$ cat src/rtl/utilization_counter.sv
// rtl/utilization_counter.sv - per-layer conv-lane utilization counters with a valid/ready report port
// Optional macro UTIL_PCT_EN adds rpt_util_pct, computed by a 7-cycle restoring divider (DIV state).
module utilization_counter #(
    parameter int LANES = 9,
    parameter int CW    = 32
) (
    input  logic             clk,
    input  logic             rst,
    input  logic             dataflow_en,
    input  logic [LANES-1:0] conv_vld,
    input  logic             weight_req,
    input  logic             input_loader_req,
    input  logic             layer_start,
    input  logic             layer_done,
    input  logic             rpt_rdy,
    output logic             rpt_vld,
    output logic [CW-1:0]    rpt_cycles,
    output logic [CW-1:0]    rpt_active,
    output logic [CW+3:0]    rpt_lane_sum,
    output logic [CW-1:0]    rpt_stall,
    output logic [15:0]      rpt_layer_idx,
`ifdef UTIL_PCT_EN
    output logic [6:0]       rpt_util_pct,
`endif
    output logic             busy,
    output logic             overflow
);

    localparam int LW = CW + 4;
    localparam int PW = $clog2(LANES + 1);

    localparam logic [1:0] ST_IDLE = 2'd0;
    localparam logic [1:0] ST_RUN  = 2'd1;
    localparam logic [1:0] ST_HOLD = 2'd2;
`ifdef UTIL_PCT_EN
    localparam logic [1:0] ST_DIV  = 2'd3;
    localparam int         DW      = CW + 12;
`endif

    function automatic logic [PW-1:0] popcount(input logic [LANES-1:0] v);
        logic [PW-1:0] c;
        c = '0;
        for (int i = 0; i < LANES; i++) c = c + PW'(v[i]);
        return c;
    endfunction

    logic [1:0]    state_q, state_d;
    logic [CW-1:0] cyc_q, cyc_d, act_q, act_d, stall_q, stall_d;
    logic [LW-1:0] lsum_q, lsum_d;
    logic [CW-1:0] r_cyc_q, r_cyc_d, r_act_q, r_act_d, r_stall_q, r_stall_d;
    logic [LW-1:0] r_lsum_q, r_lsum_d;
    logic [15:0]   idx_q, idx_d;
    logic          ovf_q, ovf_d;

`ifdef UTIL_PCT_EN
    logic [DW-1:0] num_q, num_d, den_q, den_d, den_shift;
    logic [6:0]    quo_q, quo_d, pct_q, pct_d, quo_next;
    logic [2:0]    bit_q, bit_d;
    logic          q_bit;
`endif

    // Saturating next values for a RUN cycle; each counter clamps at all-ones.
    logic          act_inc, stall_inc, lsum_sat, sat_any;
    logic [CW-1:0] cyc_nx, act_nx, stall_nx;
    logic [LW-1:0] lane_add, lsum_nx;
    logic [LW:0]   lsum_sum;

    always_comb begin
        act_inc   = dataflow_en;
        stall_inc = !dataflow_en && (weight_req || input_loader_req);
        cyc_nx    = (&cyc_q) ? cyc_q : cyc_q + CW'(1);
        act_nx    = (act_inc && !(&act_q)) ? act_q + CW'(1) : act_q;
        stall_nx  = (stall_inc && !(&stall_q)) ? stall_q + CW'(1) : stall_q;
        lane_add  = dataflow_en ? LW'(popcount(conv_vld)) : '0;
        lsum_sum  = {1'b0, lsum_q} + {1'b0, lane_add};
        lsum_sat  = lsum_sum[LW];
        lsum_nx   = lsum_sat ? '1 : lsum_sum[LW-1:0];
        sat_any   = (&cyc_q) || (act_inc && (&act_q)) || (stall_inc && (&stall_q)) || lsum_sat;
    end

`ifdef UTIL_PCT_EN
    always_comb begin
        den_shift = den_q << bit_q;
        q_bit     = (num_q >= den_shift);
        quo_next  = quo_q | (7'(q_bit) << bit_q);
    end
`endif

    always_comb begin
        state_d   = state_q;
        cyc_d     = cyc_q;
        act_d     = act_q;
        stall_d   = stall_q;
        lsum_d    = lsum_q;
        r_cyc_d   = r_cyc_q;
        r_act_d   = r_act_q;
        r_stall_d = r_stall_q;
        r_lsum_d  = r_lsum_q;
        idx_d     = idx_q;
        ovf_d     = ovf_q;
`ifdef UTIL_PCT_EN
        num_d     = num_q;
        den_d     = den_q;
        quo_d     = quo_q;
        pct_d     = pct_q;
        bit_d     = bit_q;
`endif
        case (state_q)
            ST_IDLE: begin
                if (layer_start) begin
                    cyc_d   = '0;
                    act_d   = '0;
                    stall_d = '0;
                    lsum_d  = '0;
                    state_d = ST_RUN;
                end
            end
            ST_RUN: begin
                cyc_d   = cyc_nx;
                act_d   = act_nx;
                stall_d = stall_nx;
                lsum_d  = lsum_nx;
                ovf_d   = ovf_q || sat_any;
                if (layer_done) begin
                    r_cyc_d   = cyc_nx;
                    r_act_d   = act_nx;
                    r_stall_d = stall_nx;
                    r_lsum_d  = lsum_nx;
`ifdef UTIL_PCT_EN
                    num_d   = DW'(lsum_nx) * DW'(100);
                    den_d   = DW'(cyc_nx) * DW'(LANES);
                    quo_d   = '0;
                    bit_d   = 3'd6;
                    state_d = ST_DIV;
`else
                    state_d = ST_HOLD;
`endif
                end
            end
`ifdef UTIL_PCT_EN
            ST_DIV: begin
                if (q_bit) num_d = num_q - den_shift;
                quo_d = quo_next;
                if (bit_q == 3'd0) begin
                    pct_d   = quo_next;
                    state_d = ST_HOLD;
                end else begin
                    bit_d = bit_q - 3'd1;
                end
            end
`endif
            ST_HOLD: begin
                if (rpt_rdy) begin
                    idx_d = idx_q + 16'd1;
                    // A start coinciding with the handshake begins the next layer directly.
                    if (layer_start) begin
                        cyc_d   = '0;
                        act_d   = '0;
                        stall_d = '0;
                        lsum_d  = '0;
                        state_d = ST_RUN;
                    end else begin
                        state_d = ST_IDLE;
                    end
                end
            end
            default: state_d = ST_IDLE;
        endcase
    end

    always_ff @(posedge clk or posedge rst) begin
        if (rst) begin
            state_q   <= ST_IDLE;
            cyc_q     <= '0;
            act_q     <= '0;
            stall_q   <= '0;
            lsum_q    <= '0;
            r_cyc_q   <= '0;
            r_act_q   <= '0;
            r_stall_q <= '0;
            r_lsum_q  <= '0;
            idx_q     <= '0;
            ovf_q     <= 1'b0;
`ifdef UTIL_PCT_EN
            num_q     <= '0;
            den_q     <= '0;
            quo_q     <= '0;
            pct_q     <= '0;
            bit_q     <= '0;
`endif
        end else begin
            state_q   <= state_d;
            cyc_q     <= cyc_d;
            act_q     <= act_d;
            stall_q   <= stall_d;
            lsum_q    <= lsum_d;
            r_cyc_q   <= r_cyc_d;
            r_act_q   <= r_act_d;
            r_stall_q <= r_stall_d;
            r_lsum_q  <= r_lsum_d;
            idx_q     <= idx_d;
            ovf_q     <= ovf_d;
`ifdef UTIL_PCT_EN
            num_q     <= num_d;
            den_q     <= den_d;
            quo_q     <= quo_d;
            pct_q     <= pct_d;
            bit_q     <= bit_d;
`endif
        end
    end

    assign rpt_vld       = (state_q == ST_HOLD);
    assign busy          = (state_q == ST_RUN);
    assign overflow      = ovf_q;
    assign rpt_cycles    = r_cyc_q;
    assign rpt_active    = r_act_q;
    assign rpt_lane_sum  = r_lsum_q;
    assign rpt_stall     = r_stall_q;
    assign rpt_layer_idx = idx_q;
`ifdef UTIL_PCT_EN
    assign rpt_util_pct  = pct_q;
`endif

endmodule

$ cat config.mk
export PLATFORM = sky130hd
export DESIGN_NAME = utilization_counter
export DESIGN_NICKNAME = d
export VERILOG_FILES = /design/src/rtl/utilization_counter.sv
export SDC_FILE = /design/constraint.sdc
export NUM_CORES = 1
export LEC_CHECK = 0
export BUFFER_PORTS_ARGS = -buffer_cell sky130_fd_sc_hd__buf_2
export CAP_MARGIN = 20
export CORE_ASPECT_RATIO = 0.6
export CORE_UTILIZATION = 51
export CTS_CLUSTER_DIAMETER = 150
export DETAILED_ROUTE_END_ITERATION = 16
export PLACE_DENSITY = 0.81
export SETUP_SLACK_MARGIN = 0.2
export SYNTH_ARGS = -nofsm -noshare
export SYNTH_HDL_FRONTEND = slang
export SYNTH_SLANG_ARGS = --single-unit
$ cat constraint.sdc
create_clock -name clk -period 12.25 [get_ports clk]
set_clock_uncertainty 0.2 [all_clocks]
set_input_delay 2.45 -clock clk [delete_from_list [all_inputs] [get_ports clk]]
set_output_delay 2.45 -clock clk [all_outputs]
set_load 0.02 [all_outputs]
# After elaboration in Yosys (flattened, before gate mapping)
# Index checks and enable logic that the tools add are counted.
[op_classes] reduce_logical=22 add_sub_neg=13 eq_ne=5 n_mux=22
[op_table] op="32-bit 2-to-1 mux" count=9
[op_table] op="32-bit case mux with 3 select lines" count=3
[op_table] op="36-bit 2-to-1 mux" count=3
[op_table] op="36-bit case mux with 3 select lines" count=1
[op_table] op="32-bit by 1-bit adder with 32-bit output (second input constant)" count=3
[op_table] op="32-bit AND reduction" count=3
[op_table] op="36-bit by 4-bit adder with 37-bit output" count=1
[op_table] op="4-bit by 1-bit adder with 4-bit output" count=5
[op_table] op="16-bit by 1-bit adder with 16-bit output (second input constant)" count=1
[op_table] op="2-bit 2-to-1 mux" count=3
[op_table] op="2-bit inequality test (second input constant)" count=3
[op_table] op="2-bit case mux with 3 select lines" count=1
[op_table] op="2-bit AND reduction" count=3
[op_table] op="1-bit logical AND" count=5
[op_table] op="1-bit logical OR" count=5
[op_table] op="3-bit by 1-bit adder with 4-bit output" count=1
[op_table] op="4-bit 2-to-1 mux" count=1
[op_table] op="2-bit by 1-bit adder with 3-bit output" count=1
[op_table] op="1-bit zero test" count=3
[op_table] op="3-bit AND reduction" count=1
[op_table] op="3-bit nonzero test" count=1
[op_table] op="1-bit by 1-bit adder with 2-bit output" count=1
[op_table] op="2-bit by 1-bit equality test with 1-bit output (second input constant)" count=1
[op_table] op="2-bit equality test (second input constant)" count=1
[op_table] op="2 further kinds" count=2
[totals] inputBits=17 output_inout_bits=151 regBits=283

# Longest topological paths before layout
[logic_depth] ltp_word=12 depth_mapped=18 depth_no_buf=16

# Worst setup path before layout
# OpenSTA, ideal clock, no wires.
[synth_timing] path_kind="input -> register" startpoint="in conv_vld[0]" endpoint="reg lsum_q[28]" path_buffers=2 stages=17 required_time_ns=11.914 slack_ns=5.259 t_arrival_ns=6.655 setup_ns=0.136 path_cell_list="inv_1 > fa_1 > fa_1 > fa_1 > fa_1 > fa_1 > xor2_1 > nor2_1 > ha_1 > nand3_1 > and2_1 > clkbuf_1 > or4_1 > buf_2 > nor2_1 > mux2i_1 > o22ai_1"
[synth_via] elab_chain_cells=12
[synth_rtl] item="start, declared" line="10" rtl="input logic [LANES-1:0] conv_vld,"
[synth_rtl] item="1-bit by 1-bit adder with 2-bit output" line="43" rtl="for (int i = 0; i < LANES; i++) c = c + PW'(v[i]);"
[synth_rtl] item="2-bit by 1-bit adder with 3-bit output" line="43"
[synth_rtl] item="3-bit by 1-bit adder with 4-bit output" line="43"
[synth_rtl] item="4-bit by 1-bit adder with 4-bit output (5 in a row)" line="43"
[synth_rtl] item="4-bit 2-to-1 mux" line="74" rtl="lane_add = dataflow_en ? LW'(popcount(conv_vld)) : '0;"
[synth_rtl] item="36-bit by 4-bit adder with 37-bit output" line="75" rtl="lsum_sum = {1'b0, lsum_q} + {1'b0, lane_add};"
[synth_rtl] item="36-bit 2-to-1 mux" line="77" rtl="lsum_nx = lsum_sat ? '1 : lsum_sum[LW-1:0];"
[synth_rtl] item="36-bit case mux with 3 select lines" line="108" rtl="case (state_q)"
[synth_rtl] item="end signal, assigned" line="196" rtl="lsum_q <= lsum_d;"
[synth_rtl] item="end, declared" line="49" rtl="logic [LW-1:0] lsum_q, lsum_d;"
# Every way passes these cells.
# A chain may end at the register's enable or synchronous reset.

# Final worst setup path
[layout_timing] startpoint="in conv_vld[0]" endpoint="reg r_lsum_q[28], in the netlist rpt_lane_sum[28]"
[layout_via] elab_chain_cells=11
[layout_rtl] item="1-bit by 1-bit adder with 2-bit output" line="43"
[layout_rtl] item="2-bit by 1-bit adder with 3-bit output" line="43"
[layout_rtl] item="3-bit by 1-bit adder with 4-bit output" line="43"
[layout_rtl] item="4-bit by 1-bit adder with 4-bit output (5 in a row)" line="43"
[layout_rtl] item="4-bit 2-to-1 mux" line="74"
[layout_rtl] item="36-bit by 4-bit adder with 37-bit output" line="75"
[layout_rtl] item="36-bit 2-to-1 mux" line="77"
[layout_rtl] item="end signal, assigned" line="200" rtl="r_lsum_q <= r_lsum_d;"
[layout_rtl] item="end, declared" line="51" rtl="logic [LW-1:0] r_lsum_q, r_lsum_d;"
# Every way passes these cells.

==> metrics.txt <==
Slew Limit Fails 0; number of cell rows 48; Placed Instances 2102; CTS tree done; PostCTS Resize Cnt 0; die width 223.2 um; CTS root buf clkbuf_16; mean post-synth cell area roughly 9.0 um^2; Post-CTS Setup Inserts 0; critical path capture point type flop; grt total ovfl 0; Finished Layout Cells between 2000 and 2500; critical path peak fanout 8; Hold Violations, Final 0; Routed WL around 38000 um; CTS clk-pin slew, worst paths 0.06 ns; #FFs+latches synth about 280; starting DRC count in detailed routing around 1300; Starting Density a little over half; Tightest Hold Check Type flop to flop; hold-fix buffers at CTS 0; post-route setup TNS 0 ns; fmax 143.8 MHz; Overall Global Routing Usage ~26%; nets approximately 1800; Area after DPL about 0.016 mm^2; Syn Inst Count approximately 1700; Clock Latency Late Sink 0.55 ns; unrepaired setup endpoints after global routing no; post-route cell area 0.01693 mm^2; first-pass GRT wire length around 63000 um; Placer Congestion a little over 0.9; top_reg_cell synth dfrtp_1; DRT antenna net count 0; IO Port Bufs 167; crit path kind input port to flop; Leak Pwr approximately 7.5 nW; startpoint types input port; Worst-Margin Slew roughly 1.0 ns; multi-input logic area around 0.0073 mm^2; DR pass1 iterations 7; status complete, no violations; worst vdd ir 117.3 uV; Mapped Area 0.01497 mm^2; Layout Area Growth over Synthesis 13.14%; vias in the first global route 11930; number of max-cap violations 0; Place WS roughly 4.8 ns; Slew HR 30.31%; crit path time final ~7.0 ns; Final WS setup approximately 5.3 ns; CTS max path bufs 3; syn nets 1692; DR vias/cell between 5 and 6; required time of the critical path 12.44 ns; die area ~0.030 mm^2; clk sinks around 280; register area around 0.007 mm^2; pin count of the biggest net entering global routing 140; power per cell area roughly 180 mW/mm^2; CTS buffer count 28; Die H 134.7 um; YS warnings 0; Critical Path AT slightly above 7 ns; initial antenna violation count 3; EDFF count, synth 0; vias roughly 13000; fill count 2479; drt drc 0; Cell variety after synth 71; Final setup viols 0; post-synthesis sequential area ratio between 40% and 50%; layout cell share with drive strength beyond 1 between 10% and 20%; drt wl/cell 17.78 um; Post-synth ARST share 100.0%; core area between 0.02 and 0.03 mm^2; Final Cycle Share a little under three fifths; DP HPWL approximately 25000 um; CTS H-tree depth 1; I/O pins 168
state kept, by name, summed over array words and instances, names as in the netlist:
signal and count:
cyc_q 32, lsum_q 36, rpt_layer_idx 16, rpt_cycles 32, state_q 2, stall_q 32, rpt_active 32, act_q 32
overflow 1, rpt_stall 32, rpt_lane_sum 36
per-layer routing:
metal  vias to the layer above  routed length (um)  track usage (%)
li1                       6075                   -                -
met1                      6300               18270            38.71
met2                       425               16910            38.56
met3                        43                2511            4.613
met4                         2                 623            5.057
met5                         -                  13                0
report_power, final:
group / switching (mW) / internal, mW / total (mW)
logic: 0.698 / 0.284 / 0.983
registers: 0.113 / 1.06 / 1.18
clock network: 0.362 / 0.527 / 0.889
kinds of logic after synthesis:
kind of cell,count (synthesis),share of synthesized area [%]
AND/OR/NAND/NOR,585,19.67
buffers and inverters,160,4.247
flip-flops,283,47.32
adder cells (fa/ha/maj),16,1.639
AO/OA/AOI/OAI,473,18.70
multiplexers,12,0.8110
XOR/XNOR,130,7.608
worst max-delay path, stage by stage:
cell,delay (ns)
buf_2,0.08
inv_1,0.05
fa_1,0.57
fa_1,0.43
fa_1,0.46
fa_1,0.42
fa_1,0.39
xor2_1,0.13
nor2_1,0.06
ha_1,0.37
nand3_1,0.18
and2_1,0.28
or4_1,0.72
nor2_1,0.21
mux2i_1,0.24
o21ai_1,0.11
layout make-up:
class,count,share of cell area (%)
Multi-Input combinational cell,1216,43.00
Sequential cell,283,41.82
Antenna cell,1,0.01478
Tap cell,375,2.771
Inverter,50,1.168
Timing Repair Buffer,181,5.675
Clock inverter,6,0.6355
Clock buffer,44,4.914
final timing paths:
check                                                 from                            to  slack (ns)  depth (start not counted)
worst min-delay path            rpt_cycles[26]$_DFFE_PP0P_    rpt_cycles[26]$_DFFE_PP0P_        0.28                          2
worst min register to register  rpt_cycles[26]$_DFFE_PP0P_    rpt_cycles[26]$_DFFE_PP0P_        0.28                          2
worst max-delay path                           conv_vld[0]  rpt_lane_sum[28]$_DFFE_PP0P_        5.30                         16
worst max register to register      state_q[0]$_DFFE_PP0P_  rpt_lane_sum[26]$_DFFE_PP0P_        7.43                          8
max in group asynchronous                              rst        lsum_q[18]$_DFFE_PP0P_        8.46                          4
min in group asynchronous                              rst    rpt_active[10]$_DFFE_PP0P_        1.63                          2
per-stage QoR:
step / utilization (%) / hold slack, ns / power (mW)
after floorplan: - / 0.2563 / 1.866
after global placement: 55.44 / 0.2561 / 2.129
after detailed placement: 55.44 / 0.2661 / 2.167
after CTS: 58.70 / 0.2815 / 3.065
after global routing: 58.86 / 0.3031 / 3.233
final: 58.86 / 0.2751 / 3.047
cells in the mapped netlist (all sizes together) (3+ instances only):
cell type  number  share of area, %
a211oi          7              0.50
and4           24               1.4
a21o           11              0.55
fa              6              0.80
mux2i          11              0.74
o21a            6              0.30
ha             10              0.84
xor2           53               3.1
buf            28              0.94
inv            50               1.3
clkbuf         82               2.1
a31oi          47               2.1
xnor2          77               4.5
nand2         241               6.0
o21ai         238               8.0
o31ai          26               1.3
nor3           23              0.84
and3           33               1.4
or4            10              0.60
nand3          53               1.8
nand4          45               2.1
nor2           91               2.3
nor4           14              0.83
a21oi          88               2.9
o21bai          3              0.15
a22o           11              0.64
or3            17              0.71
and2           16              0.67
dfrtp         283                47
nand2b         10              0.42
a2111oi         4              0.40
o22ai          11              0.46
o2bb2ai         4              0.23
a32o            3              0.20
nor2b           3              0.13
a41oi           4              0.23
layout by cell type, fill, tap and decap left out, types with 5 or more instances in the layout:
master	synthesis	final
nor4_1	11	11
dfrtp_1	283	283
xor2_1	53	53
mux2i_1	11	11
a31oi_1	45	45
o22ai_1	11	11
or4_1	6	6
clkbuf_8	0	5
clkbuf_16	0	29
and3_1	31	31
o31ai_1	25	25
o21ai_0	235	234
buf_4	1	12
and4_1	23	23
or3_1	17	17
nand3_1	52	52
a21o_1	11	11
nor3_1	22	21
nand2b_1	10	9
nor2_1	90	90
a22o_1	11	11
nand4_1	42	42
nand2_1	241	240
ha_1	10	10
clkbuf_1	82	10
o21a_1	6	5
a21oi_1	88	88
buf_2	19	167
inv_1	50	48
xnor2_1	77	77
fa_1	6	6
and2_1	16	16
Note: power is estimated with default switching activity, not from simulation.
